[src/rtl/utopia_rx_cell_assembler.sv]
// Utopia Level-1 receive cell assembler: pulls 53-byte cells off the PHY byte bus and hands them to the core.
// Optional HEC check is compiled in with `define UTOPIA_HEC_CHECK_EN.
module utopia_rx_cell_assembler #(
  parameter int IfWidth   = 8,
  parameter int CellBytes = 53,
  parameter int CntWidth  = 16
) (
  input  logic                           clk_in,
  input  logic                           reset,
  input  logic                           clav,
  input  logic                           soc,
  input  logic [IfWidth-1:0]             data,
  output logic                           en,
  output logic [CellBytes*IfWidth-1:0]   ATMcell,
  output logic                           valid,
  input  logic                           ready,
  output logic [CntWidth-1:0]            cell_count,
  output logic [CntWidth-1:0]            sync_err_count,
  output logic [CntWidth-1:0]            hec_err_count,
  output logic [1:0]                     state_dbg
);

  localparam int CellW = CellBytes * IfWidth;
  localparam int IdxW  = $clog2(CellBytes);
  localparam logic [IdxW-1:0] LastIdx = IdxW'(CellBytes - 1);

  if (IfWidth != 8) begin : g_if_width_check
    $error("utopia_rx_cell_assembler: only IfWidth == 8 is supported");
  end

  typedef enum logic [1:0] {
    HUNT = 2'd0,
    RECV = 2'd1,
    HOLD = 2'd2
  } state_t;

  state_t              state_q, state_d;
  logic [IdxW-1:0]     idx_q, idx_d;
  logic [CellW-1:0]    cell_q, cell_d;
  logic                valid_q, valid_d;
  logic [CntWidth-1:0] cell_cnt_q, cell_cnt_d;
  logic [CntWidth-1:0] sync_cnt_q, sync_cnt_d;
  logic                xfer;

  function automatic logic [CntWidth-1:0] sat_inc(input logic [CntWidth-1:0] c);
    return (&c) ? c : c + CntWidth'(1);
  endfunction

`ifdef UTOPIA_HEC_CHECK_EN
  logic [7:0]          crc_q, crc_d;
  logic [7:0]          hec_q, hec_d;
  logic [CntWidth-1:0] hec_cnt_q, hec_cnt_d;

  // CRC-8, polynomial x^8+x^2+x+1, MSB first, one byte per call.
  function automatic logic [7:0] crc8(input logic [7:0] crc, input logic [7:0] b);
    logic [7:0] c;
    c = crc ^ b;
    for (int i = 0; i < 8; i++) begin
      c = c[7] ? ((c << 1) ^ 8'h07) : (c << 1);
    end
    return c;
  endfunction
`endif

  // Handshakes: a PHY byte moves on every rising edge with en==0 (en is
  // active-low and combinational from clav and state); a cell moves to the
  // core on every rising edge with valid==1 and ready==1. ready alone is ignored.
  assign en   = reset | ~(clav & (state_q != HOLD));
  assign xfer = ~en;

  always_comb begin
    state_d    = state_q;
    idx_d      = idx_q;
    cell_d     = cell_q;
    valid_d    = valid_q;
    cell_cnt_d = cell_cnt_q;
    sync_cnt_d = sync_cnt_q;
`ifdef UTOPIA_HEC_CHECK_EN
    crc_d      = crc_q;
    hec_d      = hec_q;
    hec_cnt_d  = hec_cnt_q;
`endif
    case (state_q)
      HUNT: begin
        if (xfer && soc) begin
          cell_d  = {{(CellW-IfWidth){1'b0}}, data};
          idx_d   = IdxW'(1);
          state_d = RECV;
`ifdef UTOPIA_HEC_CHECK_EN
          crc_d   = crc8(8'h00, data);
`endif
        end
      end
      RECV: begin
        if (xfer && soc) begin
          // Framing slip: the partial cell is dropped and this byte starts a new one.
          sync_cnt_d = sat_inc(sync_cnt_q);
          cell_d     = {{(CellW-IfWidth){1'b0}}, data};
          idx_d      = IdxW'(1);
`ifdef UTOPIA_HEC_CHECK_EN
          crc_d      = crc8(8'h00, data);
`endif
        end else if (xfer) begin
          cell_d = {cell_q[CellW-IfWidth-1:0], data};
          idx_d  = idx_q + IdxW'(1);
`ifdef UTOPIA_HEC_CHECK_EN
          if (idx_q < IdxW'(4)) crc_d = crc8(crc_q, data);
          if (idx_q == IdxW'(4)) hec_d = data;
`endif
          if (idx_q == LastIdx) begin
            idx_d   = '0;
`ifdef UTOPIA_HEC_CHECK_EN
            if (hec_q != (crc_q ^ 8'h55)) begin
              hec_cnt_d = sat_inc(hec_cnt_q);
              state_d   = HUNT;
            end else begin
              valid_d = 1'b1;
              state_d = HOLD;
            end
`else
            valid_d = 1'b1;
            state_d = HOLD;
`endif
          end
        end
      end
      HOLD: begin
        if (ready) begin
          valid_d    = 1'b0;
          cell_cnt_d = sat_inc(cell_cnt_q);
          state_d    = HUNT;
        end
      end
      default: state_d = HUNT;
    endcase
  end

  always_ff @(posedge clk_in) begin
    if (reset) begin
      state_q    <= HUNT;
      idx_q      <= '0;
      cell_q     <= '0;
      valid_q    <= 1'b0;
      cell_cnt_q <= '0;
      sync_cnt_q <= '0;
`ifdef UTOPIA_HEC_CHECK_EN
      crc_q      <= '0;
      hec_q      <= '0;
      hec_cnt_q  <= '0;
`endif
    end else begin
      state_q    <= state_d;
      idx_q      <= idx_d;
      cell_q     <= cell_d;
      valid_q    <= valid_d;
      cell_cnt_q <= cell_cnt_d;
      sync_cnt_q <= sync_cnt_d;
`ifdef UTOPIA_HEC_CHECK_EN
      crc_q      <= crc_d;
      hec_q      <= hec_d;
      hec_cnt_q  <= hec_cnt_d;
`endif
    end
  end

  assign ATMcell        = cell_q;
  assign valid          = valid_q;
  assign cell_count     = cell_cnt_q;
  assign sync_err_count = sync_cnt_q;
  assign state_dbg      = state_q;
`ifdef UTOPIA_HEC_CHECK_EN
  assign hec_err_count  = hec_cnt_q;
`else
  assign hec_err_count  = '0;
`endif

endmodule

[config.mk]
export PLATFORM = sky130hd
export DESIGN_NAME = utopia_rx_cell_assembler
export DESIGN_NICKNAME = d
export VERILOG_FILES = /design/src/rtl/utopia_rx_cell_assembler.sv
export SDC_FILE = /design/constraint.sdc
export NUM_CORES = 1
export LEC_CHECK = 0
export CORE_ASPECT_RATIO = 1.4
export CORE_MARGIN = 10
export CORE_UTILIZATION = 40
export DETAILED_ROUTE_END_ITERATION = 10
export HOLD_SLACK_MARGIN = 0.02
export PLACE_DENSITY_LB_ADDON = 0.3
export SYNTH_ARGS = -nofsm -noshare
export SYNTH_HDL_FRONTEND = slang
export SYNTH_SLANG_ARGS = --single-unit
[constraint.sdc]
create_clock -name clk_in -period 1.85 [get_ports clk_in]
set_clock_uncertainty 0.05 [all_clocks]
set_input_delay 0.37 -clock clk_in [delete_from_list [all_inputs] [get_ports clk_in]]
set_output_delay 0.37 -clock clk_in [all_outputs]
set_load 0.01 [all_outputs]
==> run_results.csv <==
group,metric,value,unit
status,outcome,"completed",
timing,fin_ws,0.06520,ns
timing,fmax,560.3,MHz
die,die_area,50330,µm²
critical_path,worstSetupPathType,"reg2reg",
synth,syn_inst,1688,
critical_path,startpoint,"state_dbg[1]",
global_routing,antenna_found_initial,0,
global_routing,grt_max_degree,147,
pwr,p_per_area,883.6,nW/µm²
drt,detail_route.vias_per_cell,5.403,
placement,hpwl,39.33,mm
global_routing,grt_pass1_wl,83.36,mm
critical_path,r2r-start,"state_dbg[1]",
clocking,cts_root_buf,"clkbuf_16",
timing,slew_violations,0,
critical_path,r2r-end,"ATMcell[213]",
synth,seq_area_frac_synth,55.87,%
timing,tightest_slew,0.6460,ns
die,die_h,261.5,µm
critical_path,worstRegToRegCells,6,
placement,place.gp.congestion,0.8550,
drt,drc,0,
critical_path,cpPeakStageDelay,0.38,ns
synth,synth_area_per_cell,9.870,µm²
synth,syn_area,16660,µm²
critical_path,critPathCaptureType,"register",
critical_path,slowest_stage,"dfxtp_4",
timing,finalCritPeriodShare,96.48,%
die,fp.dieW,192.5,µm
critical_path,rrSetupSlack,0.07,ns
critical_path,path_max_fanout,46,
flow_run,drv_cap,0,
drt,drt_pass1_iterations,5,
clocking,cts.clk_slew.worst_paths,0.06,ns
critical_path,worst_setup_path_start_kind,"register",
drt,wl_per_cell,20.45,µm
die,initial_core_util,40.46,%
die,core.rowCount,88,
final_layout,fin_nets,2154,
die,core,41180,µm²
worst_hold_path,min_path_type,"in2reg",
placement,place_ws,-0.3728,ns
die,io_pins,489,
clocking,clock_path_buffers,3,
timing,maxSlewHeadroom,56.93,%
synth,yosysWarnings,0,
final_layout,drive_above_1_share,8.986,%
global_routing,grt_pass1_vias,13937,
pwr,power.leakage,10.34,nW
pwr,peakVddDrop,0.8592,mV
clocking,cts_made_buffers,45,
global_routing,track_usage,20.51,%
critical_path,worstPathArrival,2.21,ns
global_routing,grt-ovfl-total,0,
critical_path,path_cells,"and4bb_4 > nor2b_4 > buf_12 > buf_16 > a22oi_1 > nor2_1",
critical_path,crit_path_end,"ATMcell[213]",
critical_path,cp_data_required_time,2.27,ns
clocking,cts_tree,"done",
drt,drtIter0Drc,1084,
placement,io_buffer_count,472,
timing,min_period,1.785,ns
drt,routed_wl,55.43,mm
final_layout,fin_util,55.57,%
timing,hold_viol,0,
timing,setup_viol,0,
synth,ys_seq_elements,465,
drt,vias,14641,
final_layout,area_growth,37.35,%
clocking,htree_levels,2,
pwr,p_total,20.22,mW
clocking,clock_sinks,465,
drt,detail-route-antenna-nets,0,
clocking,clk-insertion-delay-late,0.55,ns
timing,rsz0062_at_grt,"yes",
final_layout,antennaDiodeCount,0,
synth,yosys.cell_types.count,44,
-- synth_stat cells, drive strengths merged --
master  count  area share (%)
nand3      12            0.36
and4b       1           0.060
or3b        1           0.053
and3b       1           0.053
a211oi      5            0.23
o41ai       4            0.21
mux2        4            0.27
nand2b      3            0.11
nor3        8            0.24
nand4      11            0.54
o31ai      11            0.50
and4bb      1           0.098
nand3b      1           0.045
dfxtp     465              56
nor2b       5            0.19
conb        1           0.023
nor4        5            0.19
clkbuf     59             1.3
buf       107             6.4
a31oi       1           0.038
a22oi     418              19
o21ai      12            0.36
or4        12            0.54
o311ai      6            0.32
o21bai      1           0.045
o211a       3            0.18
or3         9            0.34
and3        3            0.11
xnor2       4            0.21
nor2      431             9.7
mux2i       1           0.060
and4        4            0.21
a21oi      29            0.87
and2        3            0.11
inv         9            0.20
ha          4            0.30
nand2      33            0.74
-- state kept, by name (all words and copies together) (netlist names) --
register,flops
ATMcell,424
cell_count,16
sync_err_count,16
idx_q,6
state_dbg,2
valid,1
-- routing by layer --
metal / global-route usage (%) / wire (µm) / vias up
met2: 34.64 / 27250 / 565
met4: 6.495 / 1565 / 0
li1: - / - / 6941
met5: 0 / 0 / -
met3: 6.936 / 5157 / 82
met1: 23.96 / 21450 / 7053
-- power breakdown --
part / switching (mW) / internal (mW)
clock network: 3.89 / 5.70
logic: 0.430 / 0.174
registers: 0.0113 / 10.0
-- worst min path at each step --
stage / depth (start not counted) / slack, ns / end / start
after floorplan: 2 / 0.44 / ATMcell[0] / ATMcell[0]
after global placement: 2 / 0.41 / ATMcell[7] / ATMcell[7]
after detailed placement: 2 / 0.42 / ATMcell[6] / ATMcell[6]
after CTS: 4 / 0.21 / idx_q[0] / reset
after global routing: 4 / 0.24 / idx_q[0] / reset
final: 4 / 0.26 / idx_q[0] / reset
-- layout make-up --
class                   instances  area (µm²)
inverters                       9       33.78
repair buffers                553        5146
multi-input cells            1063        6141
clock inverters                15       216.5
well taps                     540       675.6
clock buffers                  65        1331
fillers                      3833       18300
flip-flops and latches        465        9340
-- what timing repair did --
item                                    in CTS  in global routing
endpoints found under the setup margin     474                 40
hold endpoints to repair                     2                  0
resized for setup                          485                 14
hold buffers                                 1                  0
pin swaps                                    0                  2
buffers inserted                             0                  1
-- critical path, delay by kind of cell (launching register included) --
family | cells | cell delay, ns
DFF | 1 | 0.38
buffers and inverters | 2 | 0.40
AOI/OAI and AO/OA | 1 | 0.13
and+or+nand+nor | 3 | 0.73
-- through the flow --
| step | hold slack (ns) | setup TNS (ns) | instance area (µm²) | cells |
|---|---|---|---|---|
| 2_1_floorplan | 0.4429 | 0 | 16720 | 1703 |
| 6_report | 0.2574 | 0 | 22880 | 2710 |
| 3_5_place_dp | 0.4170 | -132.63 | 21800 | 2628 |
| 3_3_place_gp | 0.4060 | -115.31 | 21800 | 2628 |
| 5_1_grt | 0.2383 | -0.05574 | 22880 | 2710 |
| 4_1_cts | 0.2138 | 0 | 22810 | 2709 |
-- cells by family after synthesis --
logic type | synth area share [%]
compound gates | 21.58
xor+xnor | 0.2103
fa+ha+maj | 0.3004
buf+inv | 7.953
flops | 55.87
mux | 0.3304
other cells | 0.02251
simple gates | 13.74
-- placed cells by master (no fill, tap or decap), drive strengths merged, types with 4 or more instances in the layout --
master,instances
bufinv,5
dfxtp,465
and4,4
nand2,33
nor3,8
clkinv,5
o311ai,6
dlygate4sd2,459
o41ai,4
nand4,11
nor2,431
o21ai,12
inv,12
clkbuf,65
xnor2,4
a211oi,5
buf,82
mux2,4
o31ai,11
nand3,12
nor4,5
a21oi,29
nor2b,5
or4,12
ha,4
or3,9
clkdlybuf4s50,11
a22oi,418
conb,16
Note: power is estimated with default switching activity, not from simulation.
